### config.mk
export PLATFORM = sky130hd
export DESIGN_NAME = spi_req_arbiter
export DESIGN_NICKNAME = d
export VERILOG_FILES = /design/src/rtl/spi_req_arbiter.sv
export SDC_FILE = /design/constraint.sdc
export NUM_CORES = 1
export LEC_CHECK = 0
export ABC_AREA = 0
export BUFFER_PORTS_ARGS = -buffer_cell sky130_fd_sc_hd__buf_2
export CORE_MARGIN = 10
export CORE_UTILIZATION = 48
export CTS_CLUSTER_DIAMETER = 120
export DETAILED_ROUTE_END_ITERATION = 6
export PLACE_DENSITY_LB_ADDON = 0.12
export SLEW_MARGIN = 20
export SYNTH_ARGS = -nofsm -noshare
export SYNTH_HDL_FRONTEND = slang
export SYNTH_SLANG_ARGS = --single-unit
### constraint.sdc
create_clock -name clk -period 4.2 [get_ports clk]
set_clock_uncertainty 0.15 [all_clocks]
set_input_delay 0.84 -clock clk [delete_from_list [all_inputs] [get_ports clk]]
set_output_delay 0.84 -clock clk [all_outputs]
set_load 0.02 [all_outputs]
### src/rtl/spi_req_arbiter.sv
// Round-robin arbiter that shares one DW-bit SPI master among NUM_REQ requesters.
// Optional WAIT-state watchdog and timeout_err port enabled by defining SPI_ARB_TIMEOUT_EN.
module spi_req_arbiter #(
   parameter int NUM_REQ     = 4,
   parameter int DW          = 12,
   parameter int TIMEOUT_CYC = 64
) (
   input  logic                  clk,
   input  logic                  rst_n,
   input  logic [NUM_REQ-1:0]    req,
   input  logic [NUM_REQ*DW-1:0] req_data,
   output logic [NUM_REQ-1:0]    gnt,
   output logic [NUM_REQ-1:0]    rsp_valid,
   output logic [DW-1:0]         rsp_data,
   output logic                  busy,
   output logic                  spi_start,
   output logic [DW-1:0]         spi_din,
   input  logic                  spi_done,
   input  logic [DW-1:0]         spi_dout
`ifdef SPI_ARB_TIMEOUT_EN
   ,
   output logic                  timeout_err
`endif
);

   typedef enum logic [1:0] {S_IDLE, S_WAIT, S_DONE} state_t;

   state_t               state_q, state_d;
   logic [NUM_REQ-1:0]   ptr_q, ptr_d;          // one-hot round-robin pointer
   logic [NUM_REQ-1:0]   gnt_q, gnt_d;
   logic [NUM_REQ-1:0]   rsp_valid_q, rsp_valid_d;
   logic [DW-1:0]        rsp_data_q, rsp_data_d;
   logic                 busy_q, busy_d;
   logic                 spi_start_q, spi_start_d;
   logic [DW-1:0]        spi_din_q, spi_din_d;

   logic [NUM_REQ-1:0]   hi_mask;
   logic [NUM_REQ-1:0]   req_hi;
   logic [NUM_REQ-1:0]   sel_oh;
   logic [NUM_REQ-1:0]   gnt_rot;
   logic [DW-1:0]        din_sel;
   logic [DW-1:0][NUM_REQ-1:0] data_t;
   logic                 done_ok;
   logic                 finish;

   // Requests at or above the pointer win; otherwise wrap to the lowest set bit.
   assign hi_mask = ~(ptr_q - NUM_REQ'(1));
   assign req_hi  = req & hi_mask;
   assign sel_oh  = (|req_hi) ? (req_hi & (~req_hi + NUM_REQ'(1)))
                              : (req & (~req + NUM_REQ'(1)));

   generate
      if (NUM_REQ == 1) begin : g_rot_single
         assign gnt_rot = NUM_REQ'(1);
      end else begin : g_rot_multi
         assign gnt_rot = {gnt_q[NUM_REQ-2:0], gnt_q[NUM_REQ-1]};
      end
   endgenerate

   // Transposed write words so each output bit is an AND-OR over the one-hot select.
   generate
      for (genvar gb = 0; gb < DW; gb++) begin : g_bit
         for (genvar gi = 0; gi < NUM_REQ; gi++) begin : g_req
            assign data_t[gb][gi] = req_data[gi*DW + gb];
         end
         assign din_sel[gb] = |(data_t[gb] & sel_oh);
      end
   endgenerate

   // The master's done pulse is ignored in the cycle the start pulse is still out.
   assign done_ok = (state_q == S_WAIT) && !spi_start_q && spi_done;

`ifdef SPI_ARB_TIMEOUT_EN
   localparam int CW = $clog2(TIMEOUT_CYC) + 1;
   logic [CW-1:0] cnt_q, cnt_d;
   logic          tmo_q, tmo_d;
   logic          tmo_hit;

   assign tmo_hit     = (state_q == S_WAIT) && (cnt_q == CW'(TIMEOUT_CYC - 1));
   assign finish      = done_ok || tmo_hit;
   assign timeout_err = tmo_q;
`else
   assign finish = done_ok;
   generate
      if (TIMEOUT_CYC < 1) begin : g_timeout_unused
      end
   endgenerate
`endif

   always_comb begin
      state_d     = state_q;
      ptr_d       = ptr_q;
      gnt_d       = gnt_q;
      rsp_valid_d = '0;
      rsp_data_d  = rsp_data_q;
      busy_d      = busy_q;
      spi_start_d = 1'b0;
      spi_din_d   = spi_din_q;
`ifdef SPI_ARB_TIMEOUT_EN
      cnt_d       = cnt_q;
      tmo_d       = 1'b0;
`endif
      case (state_q)
         S_IDLE: begin
            if (|req) begin
               gnt_d       = sel_oh;
               spi_din_d   = din_sel;
               spi_start_d = 1'b1;
               busy_d      = 1'b1;
               state_d     = S_WAIT;
`ifdef SPI_ARB_TIMEOUT_EN
               cnt_d       = '0;
`endif
            end
         end
         S_WAIT: begin
`ifdef SPI_ARB_TIMEOUT_EN
            cnt_d = cnt_q + CW'(1);
            tmo_d = finish && !done_ok;
`endif
            if (finish) begin
               rsp_data_d  = done_ok ? spi_dout : {DW{1'b1}};
               rsp_valid_d = gnt_q;
               gnt_d       = '0;
               busy_d      = 1'b0;
               ptr_d       = gnt_rot;
               state_d     = S_DONE;
            end
         end
         S_DONE: begin
            state_d = S_IDLE;
         end
         default: begin
            state_d = S_IDLE;
         end
      endcase
   end

   always_ff @(posedge clk or negedge rst_n) begin
      if (!rst_n) begin
         state_q     <= S_IDLE;
         ptr_q       <= NUM_REQ'(1);
         gnt_q       <= '0;
         rsp_valid_q <= '0;
         rsp_data_q  <= '0;
         busy_q      <= 1'b0;
         spi_start_q <= 1'b0;
         spi_din_q   <= '0;
`ifdef SPI_ARB_TIMEOUT_EN
         cnt_q       <= '0;
         tmo_q       <= 1'b0;
`endif
      end else begin
         state_q     <= state_d;
         ptr_q       <= ptr_d;
         gnt_q       <= gnt_d;
         rsp_valid_q <= rsp_valid_d;
         rsp_data_q  <= rsp_data_d;
         busy_q      <= busy_d;
         spi_start_q <= spi_start_d;
         spi_din_q   <= spi_din_d;
`ifdef SPI_ARB_TIMEOUT_EN
         cnt_q       <= cnt_d;
         tmo_q       <= tmo_d;
`endif
      end
   end

   assign gnt       = gnt_q;
   assign rsp_valid = rsp_valid_q;
   assign rsp_data  = rsp_data_q;
   assign busy      = busy_q;
   assign spi_start = spi_start_q;
   assign spi_din   = spi_din_q;

endmodule

== Word level (Yosys, flattened, before mapping) ==
Cells that the tools add are included.

* Flip-flop bits (word level): 40
* Bits in latches: 0
* Memory bits (writable): 0
* Memory bits (read-only): 0
* Bits of input ports: 67
* Output and inout bits: 34
* Memories: 0

* Add/sub/neg operators: 3
* Multipliers: 0
* Divide/modulo/power cells: 0
* Order comparisons: 0
* Equality and inequality tests: 3
* Shift operators: 0
* Mux-type cells: 14
* Bitwise operators: 18
* Reduce and logical (&&, ||, !) cells: 23

{| class="wikitable"
|+ Operators with widths
! cell !! count
|-
| 4-bit AND || 15
|-
| 4-bit OR reduction || 14
|-
| 4-bit two-way mux || 5
|-
| 4-bit NOT || 3
|-
| 4-bit by 1-bit adder with 4-bit output (second input constant) || 2
|-
| 4-bit case mux with 2 select lines || 1
|-
| 2-bit AND reduction || 3
|-
| 1-bit two-way mux || 4
|-
| 2-bit two-way mux || 2
|-
| 2-bit != test (second input constant) || 2
|-
| 2-bit case mux with 2 select lines || 1
|-
| 4-bit by 1-bit subtractor with 4-bit output (second input constant) || 1
|-
| 3-bit AND reduction || 1
|-
| 2-bit by 1-bit == test with 1-bit output (second input constant) || 1
|-
| 1-bit logical AND || 2
|-
| 2-bit logical NOT || 1
|-
| 1-bit case mux with 2 select lines || 1
|-
| 2-bit nonzero test || 1
|-
| 1-bit logical NOT || 1
|}

== Depth between registers and ports, before layout ==
Gate-level depths: netlist of the first run.

* Word-level depth: 9
* Gate-level depth with buffers: 8
* Mapped depth without buffers: 7

== Worst setup path before layout of the first run ==
OpenSTA, ideal clock, no wires.

* Path kind: input to register
* Start: input req[3]
* End: register spi_din_q[10] (netlist: spi_din[10])
* Setup time: 0.126 ns
* Data arrival time: 2.086 ns
* Data required time: 3.924 ns
* Path slack: 1.838 ns
* Stages: 6
* Path buffers: 1
* Cell sequence: inv_1 o41ai_2 a2111oi_2 buf_6 a221o_1 a221o_1

* Longest elaborated chain between the ends: 7

{| class="wikitable"
|+ Ends and longest elaborated chain
! element !! line !! text
|-
| start, declared || 10 || <nowiki>input logic [NUM_REQ-1:0] req,</nowiki>
|-
| 4-bit AND || 48 || <nowiki>assign req_hi = req & hi_mask;</nowiki>
|-
| 4-bit NOT || 49 || <nowiki>assign sel_oh = (|req_hi) ? (req_hi & (~req_hi + NUM_REQ'(1)))</nowiki>
|-
| 4-bit by 1-bit adder with 4-bit output || 49 ||
|-
| 4-bit AND || 49 ||
|-
| 4-bit two-way mux || 49 ||
|-
| 4-bit AND || 66 || <nowiki>assign din_sel[gb] = |(data_t[gb] & sel_oh);</nowiki>
|-
| 4-bit OR reduction || 66 ||
|-
| end signal, assigned || 161 || <nowiki>spi_din_q <= spi_din_d;</nowiki>
|-
| end, declared || 35 || <nowiki>logic [DW-1:0] spi_din_q, spi_din_d;</nowiki>
|}

Several ways; a longest one is shown, not always the timed one.
A chain may end at the register's enable or synchronous reset.

== Final worst setup path of the first run ==
* Start: register ptr_q[0]
* End: register spi_din_q[7] (netlist: spi_din[7])

* Longest elaborated chain between the ends: 9

{| class="wikitable"
|+ Ends and longest elaborated chain
! element !! line !! text
|-
| start, declared || 29 || <nowiki>logic [NUM_REQ-1:0] ptr_q, ptr_d;</nowiki>
|-
| start signal, assigned || 155 || <nowiki>ptr_q <= ptr_d;</nowiki>
|-
| 4-bit by 1-bit subtractor with 4-bit output (*) || 47 || <nowiki>assign hi_mask = ~(ptr_q - NUM_REQ'(1));</nowiki>
|-
| 4-bit NOT (*) || 47 ||
|-
| 4-bit AND (*) || 48 ||
|-
| 4-bit NOT || 49 ||
|-
| 4-bit by 1-bit adder with 4-bit output || 49 ||
|-
| 4-bit AND || 49 ||
|-
| 4-bit two-way mux (*) || 49 ||
|-
| 4-bit AND (*) || 66 ||
|-
| 4-bit OR reduction (*) || 66 ||
|}

Mark *: on every way between the ends. The rest lies on a longest branch, timed or not.

==> metrics list, run 1 <==
- Netlist area before placement: approximately 1900 um^2
- In this run the horizontal extent of the chip is between 80 and 90 um.
- The total area inside the core boundary comes to about 3700 um^2.
- Number of buffers on the longest clock path: 2
* Total of buffers placed on input and output ports: 100
* Crit path time final: 2.80 ns
- For this block, the routed nets add up to around 5.3 mm of wire.
- In the final timing run, aggregate negative setup slack is 0 ns.
- Total power density per cell area: slightly below 800 nW/um^2
* H-tree level count: 2
- Summing over every cut layer, the via total after detailed routing is roughly 1600.
- CTS tree: built
- Leak pwr: between 0.001 and 0.0015 uW
- Final hold analysis gives a worst-case slack of approximately 0.33 ns.
- STA puts the critical path data arrival time at ~2.9 ns.
- OpenSTA, run right after detailed placement, puts the worst setup slack at ~1.2 ns.
* FMAX: 358 MHz
- Once placement completed, the tool counted placed cells totaling between 200 and 300.
* Sequential cell area fraction in the yosys report: ~53%
- Measured against its own limit, the worst slew margin works out to 41.4%.
- In the layout the commonest cells are 100 x buf_2, 39 x dfrtp_1, 23 x a221o_1, 12 x mux2_1.
- The tree is rooted in a clkbuf_8.
- Counting flops with an async set or reset pin after synthesis yields a share of between 90% and 100%.
- Number of filler instances in the final layout: 288
- Across the VDD grid, the largest voltage drop is 0.413 mV.
* Final standard cell area without fillers: approximately 2500 um^2
- Minimum setup slack in the final design: about 1.4 ns
* Yosys warns: 0
- Crit path largest cell delay: ~0.74 ns
- Synth Net Count: approximately 220
* Cell Rows: 22
- Once layout is complete, the cells apart from fillers number 298.
* Detail Placement HPWL: about 4.1 mm
- DRC violation count after routing: 0
* Transition at the pin with the smallest max-transition slack: 0.874 ns
* Hold crit path type: flop to flop
* Detail-routed net length per standard cell: roughly 18 um
* Post-synthesis cell type count: 40
- For the worst setup path, the data required time is about 4.3 ns.
- From synthesis to final layout, the design area changed by 33.5%.
- Ports: between 100 and 150
* Antenna violations before repair: 0
- Overall fraction of global-route tracks in use: 15.1%
- Each instance of the synthesized netlist takes up on average around 13 um^2.
* Starting utilization of the core area: 50.9%
- First-pass GRT wire length: 8.86 mm
- Clk pin slew, worst setup/hold paths: about 0.080 ns
- The number of buffers and inverters on the critical path is 1.
- The run finished with clean final reports.
* Biggest fanout along the worst timing path: 13
* Via density: between 5 and 6
* Max-capacitance violation count: 0
* Critical path endpoint category: flop
- For this run, the post-layout net count is ~320.
* Initial DRC Count: 125
- Sink Count: 40
- Entering global routing, the biggest net connects just over 40 pins.
- Cell area reported after detailed placement: roughly 2400 um^2
- Number of CTS-inserted buffers: 5
- Traced cell by cell, the critical path runs through inv_1, ha_1, a22oi_1, a31oi_2, nor3_2, a221o_1.
* Diodes inserted: 0
* Crit-path leading delay family: compound AO/OA/AOI/OAI gates
- The pre-antenna-repair detailed-routing pass consisted of 4 iterations.
* Unrepaired setup endpoints after global routing: false
* Post-route fraction of the period consumed by the critical path: between 60% and 70%
- STA classifies the critical path startpoint as a flop.
- Clock latency on the worst-skew pair, taken at its later pin, is 0.29 ns.
* Final Wtd Congestion: ~0.86
- The detail route stage leaves a number of antenna-violating nets equal to 0.
- The max-slew violation total from the final report is 0.
- Quantity of hold-fixing buffers added after cts: 0
* Fraction of layout cells with a size suffix above 1: 51.6%
- Number of buffers inserted by post-CTS setup repair: 0
- Synthesized flop and latch total: 40
- Primary FF master, synth: dfrtp_1
- Global route total overflow: 0
- Number of cells produced by synthesis: roughly 150
- Vertical die dimension: slightly above 80 um
* Number of gates resized after cts: 0
- Crit path max-delay cell type: nor3_2
* Final setup violation count: 0
* Final-report hold violation count: 0
- The worst setup path is of the flop to flop kind.
* Vias in the first global route: between 1500 and 2000
* Count of flip-flops with a built-in enable after synthesis: 0
- Full die area: slightly below 7000 um^2
- The library cell used most frequently in the layout, excluding fill and tap cells, is buf_2.
## cells by family (layout without fill, tap and decap cells)
kind of cell | after synthesis | after routing | share of synthesized area (%)
xor+xnor | 1 | 1 | 0.459
compound gates | 48 | 48 | 24.0
buf+inv | 13 | 116 | 4.00
simple gates | 32 | 32 | 11.2
fa+ha+maj | 1 | 1 | 0.656
mux | 12 | 12 | 7.09
flops | 40 | 40 | 52.6
## sequential cells by signal (all words and copies together), names as in the netlist
name	cells
ptr_q	4
rsp_data	12
rsp_valid	4
spi_din	12
gnt	4
busy	1
spi_start	1
state_q	2
## synthesized netlist by cell type, types with 3 or more instances
| master | count | area share [%] |
|---|---|---|
| a21o_1 | 8 | 3.1 |
| a221o_1 | 23 | 12 |
| and2_1 | 7 | 2.3 |
| and2_2 | 8 | 3.1 |
| buf_6 | 3 | 1.8 |
| dfrtp_1 | 39 | 51 |
| inv_1 | 6 | 1.2 |
| mux2_1 | 12 | 7.1 |
| nand2_1 | 3 | 0.59 |
| nor2_1 | 3 | 0.59 |
| o21ai_1 | 3 | 0.79 |
## power breakdown
group	internal [uW]	leakage, uW	total [uW]	switching [uW]
clock	176	0.0000541	307	132
sequential	557	0.000495	657	100
combinational	463	0.000790	1050	586
## worst register-to-register path: stages, from the launching register on
cell	delay [ns]
dfstp_2	0.60
inv_1	0.12
ha_1	0.33
a22oi_1	0.34
a31oi_2	0.15
nor3_2	0.74
a221o_1	0.30
## final cells by class
type / instances / area (um^2) / area share (%)
sequential: 40 / 1000 / 39.4
clock inverter: 3 / 42.5 / 1.67
tap: 48 / 60.1 / 2.36
timing repair buffer: 101 / 508 / 20.0
inverter: 7 / 26.3 / 1.03
clock buffer: 5 / 68.8 / 2.70
multi-input combinational: 94 / 837 / 32.9
## stage by stage
| step | utilization (%) | total power [uW] |
|---|---|---|
| 5_1_grt | 68.0 | 2170 |
| 2_1_floorplan | - | 1410 |
| 3_5_place_dp | 64.8 | 1710 |
| 3_3_place_gp | 64.8 | 1690 |
| 4_1_cts | 67.7 | 2020 |
| 6_report | 68.0 | 2010 |
## final timing paths
check / cells after the start / from / endpoint / slack, ns
worst max-delay path: 6 / ptr_q[0] / spi_din[7] / 1.40
worst min-delay path: 1 / rsp_data[3] / rsp_data[3] / 0.33
worst max register to register: 6 / ptr_q[0] / spi_din[7] / 1.40
worst min register to register: 1 / rsp_data[3] / rsp_data[3] / 0.33
max in group asynchronous: 1 / rst_n / rsp_data[3] / 2.84
min in group asynchronous: 1 / rst_n / rsp_data[5] / 0.52
## per-layer routing
metal | up-vias | track usage, % | wire (um)
met5 | - | 0 | 0
met4 | 0 | 4.00 | 53
met3 | 4 | 8.20 | 482
met2 | 52 | 23.4 | 2560
met1 | 769 | 17.6 | 2200
li1 | 766 | - | -
No activity file was read; power rests on OpenSTA's default activity.
==> run 2: changes to the inputs <==
--- a/config.mk
+++ b/config.mk
@@ -8,7 +8,7 @@
 export ABC_AREA = 0
 export BUFFER_PORTS_ARGS = -buffer_cell sky130_fd_sc_hd__buf_2
 export CORE_MARGIN = 10
-export CORE_UTILIZATION = 48
+export CORE_UTILIZATION = 45
 export CTS_CLUSTER_DIAMETER = 120
 export DETAILED_ROUTE_END_ITERATION = 6
 export PLACE_DENSITY_LB_ADDON = 0.12
==> constraint.sdc (replaced) <==
create_clock -name clk -period 2.75 [get_ports clk]
set_clock_uncertainty 0.15 [all_clocks]
set_input_delay 0.55 -clock clk [delete_from_list [all_inputs] [get_ports clk]]
set_output_delay 0.55 -clock clk [all_outputs]
set_load 0.02 [all_outputs]
==> metrics list, run 2 (synthesis gave the netlist of run 1 again) <==
- The max-capacitance violation count was 0 (unchanged).
- The shortest clock period the worst path allows after layout was 2.50 ns (-0.293 ns).
- The count of cells resized by post-cts repair was 0 (unchanged).
- The slew of the pin with the lowest slew margin came to 0.879 ns (+0.00526 ns).
* Maximum number of pins on one net before global-route repair: 41 (unchanged)
- Detail-routed net length per standard cell: 17.6 um (-0.86%)
- The via count of the first global-routing pass is 1779 (-1.8%).
- The setup TNS was 0 ns (unchanged).
- Crit path DAT: 2.53 ns (-0.34 ns)
- First-pass GRT wire length: 8.98 mm (+1.3%)
- Status: completed
- The worst hold path belongs to the class input pin to asynchronous set/reset pin.
- Number of buffers inserted by post-CTS setup repair: 0 (unchanged)
- Setup repair after global routing left no endpoint under its margin.
- Cell Rows: 23 (+4.5%)
- Antenna violations before repair: 0 (unchanged)
- By startpoint and endpoint, the worst setup path is classified as flop to flop.
* Overall fraction of global-route tracks in use: 15.0% (-0.069 points)
- Sink Count: 40 (unchanged)
- Biggest fanout along the worst timing path: 12 (-1)
- CORE AREA: 4060 um^2 (+8.4%)
- Diodes inserted: 0 (unchanged)
* Worst Path Required: 2.78 ns (-1.49 ns)
- The depth of the CTS H-tree came to 2 (unchanged).
* Final-report max-slew violation count: 0 (unchanged)
* CTS tree: built
- In this run the clock root is driven by a clkbuf_8.
* Post-route fraction of the period consumed by the critical path: 91.0% (+24 points)
* Post-route total power: 3130 uW (+55%)
- The total power density per cell area came to 1210 nW/um^2 (+53%).
- The placed wire-length estimate was 4.24 mm (+2.6%).
* Final Wtd Congestion: 0.838 (-2.6%)
* Synth-to-layout area growth: 35.6%
* Initial DRC Count: 92 (-26%)
- The number of top-level pins was 101 (unchanged).
- The number of buffers inserted during clock tree synthesis came to 5 (unchanged).
- The worst slew slack as a fraction of its limit is 41.4% (about the same).
- STA classifies the critical path startpoint as a flop.
- The effective utilization at floorplan is 47.0% (-3.9 points).
* Number of vias in the routed layout: 1650 (+3.7%)
- The net count of the finished layout was 322 (+1.6%).
- Most frequent cells in the layout: 100 x buf_2, 39 x dfrtp_1, 23 x a221o_1, 12 x mux2_1
- Full die area: 7240 um^2 (+5.0%)
- The DRC violations left is 0 (unchanged).
* Clock network latency to the later pin of the worst-skew pair: 0.29 ns (about the same)
* Vertical die dimension: 85.1 um (+2.5%)
- Number of detailed-routing iterations run before antenna repair: 4 (unchanged)
* Fraction of layout cells with a size suffix above 1: 52.5% (+0.95 points)
* Peak supply drop: 0.584 mV (+42%)
* Number of buffers on the longest clock path: 2 (unchanged)
- The final hold violation count was 0 (unchanged).
* Global route total overflow: 0 (unchanged)
- Final Routed Wirelength: 5.38 mm (+1.5%)
- The worst setup path is captured at a flop.
* Multi-input gate area: 828 um^2 (-1.0%)
* X dimension of the die: 85.1 um (+2.5%)
- Leak pwr: 0.00137 uW (+2.3%)
- Clk pin slew, worst setup/hold paths: 0.08 ns (about the same)
- Area taken by flip-flops and latches: 1000 um^2 (unchanged)
* Via density: 5.41 (+1.3%)
* Leading cell type in the layout, fill and taps excluded: buf_2
* Quantity of hold-fixing buffers added after cts: 0 (unchanged)
- Antenna Violating Nets Remaining: 0 (unchanged)
- The quantity of I/O buffers inserted on ports is 100 (unchanged).
* FMAX: 399 MHz (+12%)
* Number of filler instances in the final layout: 341 (+18%)
* Final setup violation count: 0 (unchanged)
## run 2: changes by cell type in the layout (fill, tap and decap cells not counted)
cell        before  now
buf_4            1    6
clkbuf_8         5    6
clkinv_2         1    0
clkinv_4         0    1
clkinvlp_4       1    0
nor4_2           0    1
nor4_4           1    0
## run 2: worst paths after layout
path | end | cells after the start | from | slack, ns
max in group asynchronous | spi_din[2] | 1 | rst_n | 1.68
max | spi_din[6] | 8 | ptr_q[0] | 0.25
min | rsp_data[2] | 1 | rst_n | 0.22
min reg2reg | busy | 1 | busy | 0.33
max reg2reg | spi_din[6] | 8 | ptr_q[0] | 0.25
min in group clk | rsp_data[3] | 2 | spi_dout[3] | 0.31
## run 2: area by class of cell
| cell class | count | area share, % |
|---|---|---|
| Sequential cell | 40 | 38.8 |
| Multi-Input combinational cell | 94 | 32.0 |
| Timing Repair Buffer | 106 | 21.1 |
| Clock buffer | 6 | 3.19 |
| Tap cell | 50 | 2.42 |
| Clock inverter | 2 | 1.50 |
| Inverter | 7 | 1.02 |
## run 2: per-stage QoR
step / instances / hold WS (ns) / setup WS [ns] / utilization (%) / cell area, um^2
detailed placement: 297 / 0.318 / 0.255 / 60.7 / 2460
floorplan: 147 / 0.104 / 0.449 / - / 1910
finish: 305 / 0.222 / 0.246 / 63.7 / 2590
CTS: 305 / 0.252 / 0.250 / 63.7 / 2590
global placement: 297 / 0.313 / 0.319 / 60.7 / 2460
global route: 305 / 0.280 / 0.0778 / 63.7 / 2590
## run 2: per-layer routing
metal	track usage [%]	wire, um	vias to the layer above
met3	6.31	460	11
met2	22.8	2400	74
li1	-	-	781
met4	6.29	103	0
met5	0	0	-
met1	18.2	2420	784
## run 2: worst max-delay path, cell delays in order (launching register included)
cell,delay [ns]
dfstp_2,0.59
inv_1,0.11
ha_1,0.20
xor2_1,0.20
o21ai_1,0.26
a2111oi_2,0.11
buf_4,0.21
a221o_1,0.30
a221o_1,0.25
## run 2: report_power, final
group | switching [uW] | internal, uW
clock network | 214 | 297
logic | 877 | 738
registers | 152 | 851
total | 1240 | 1890
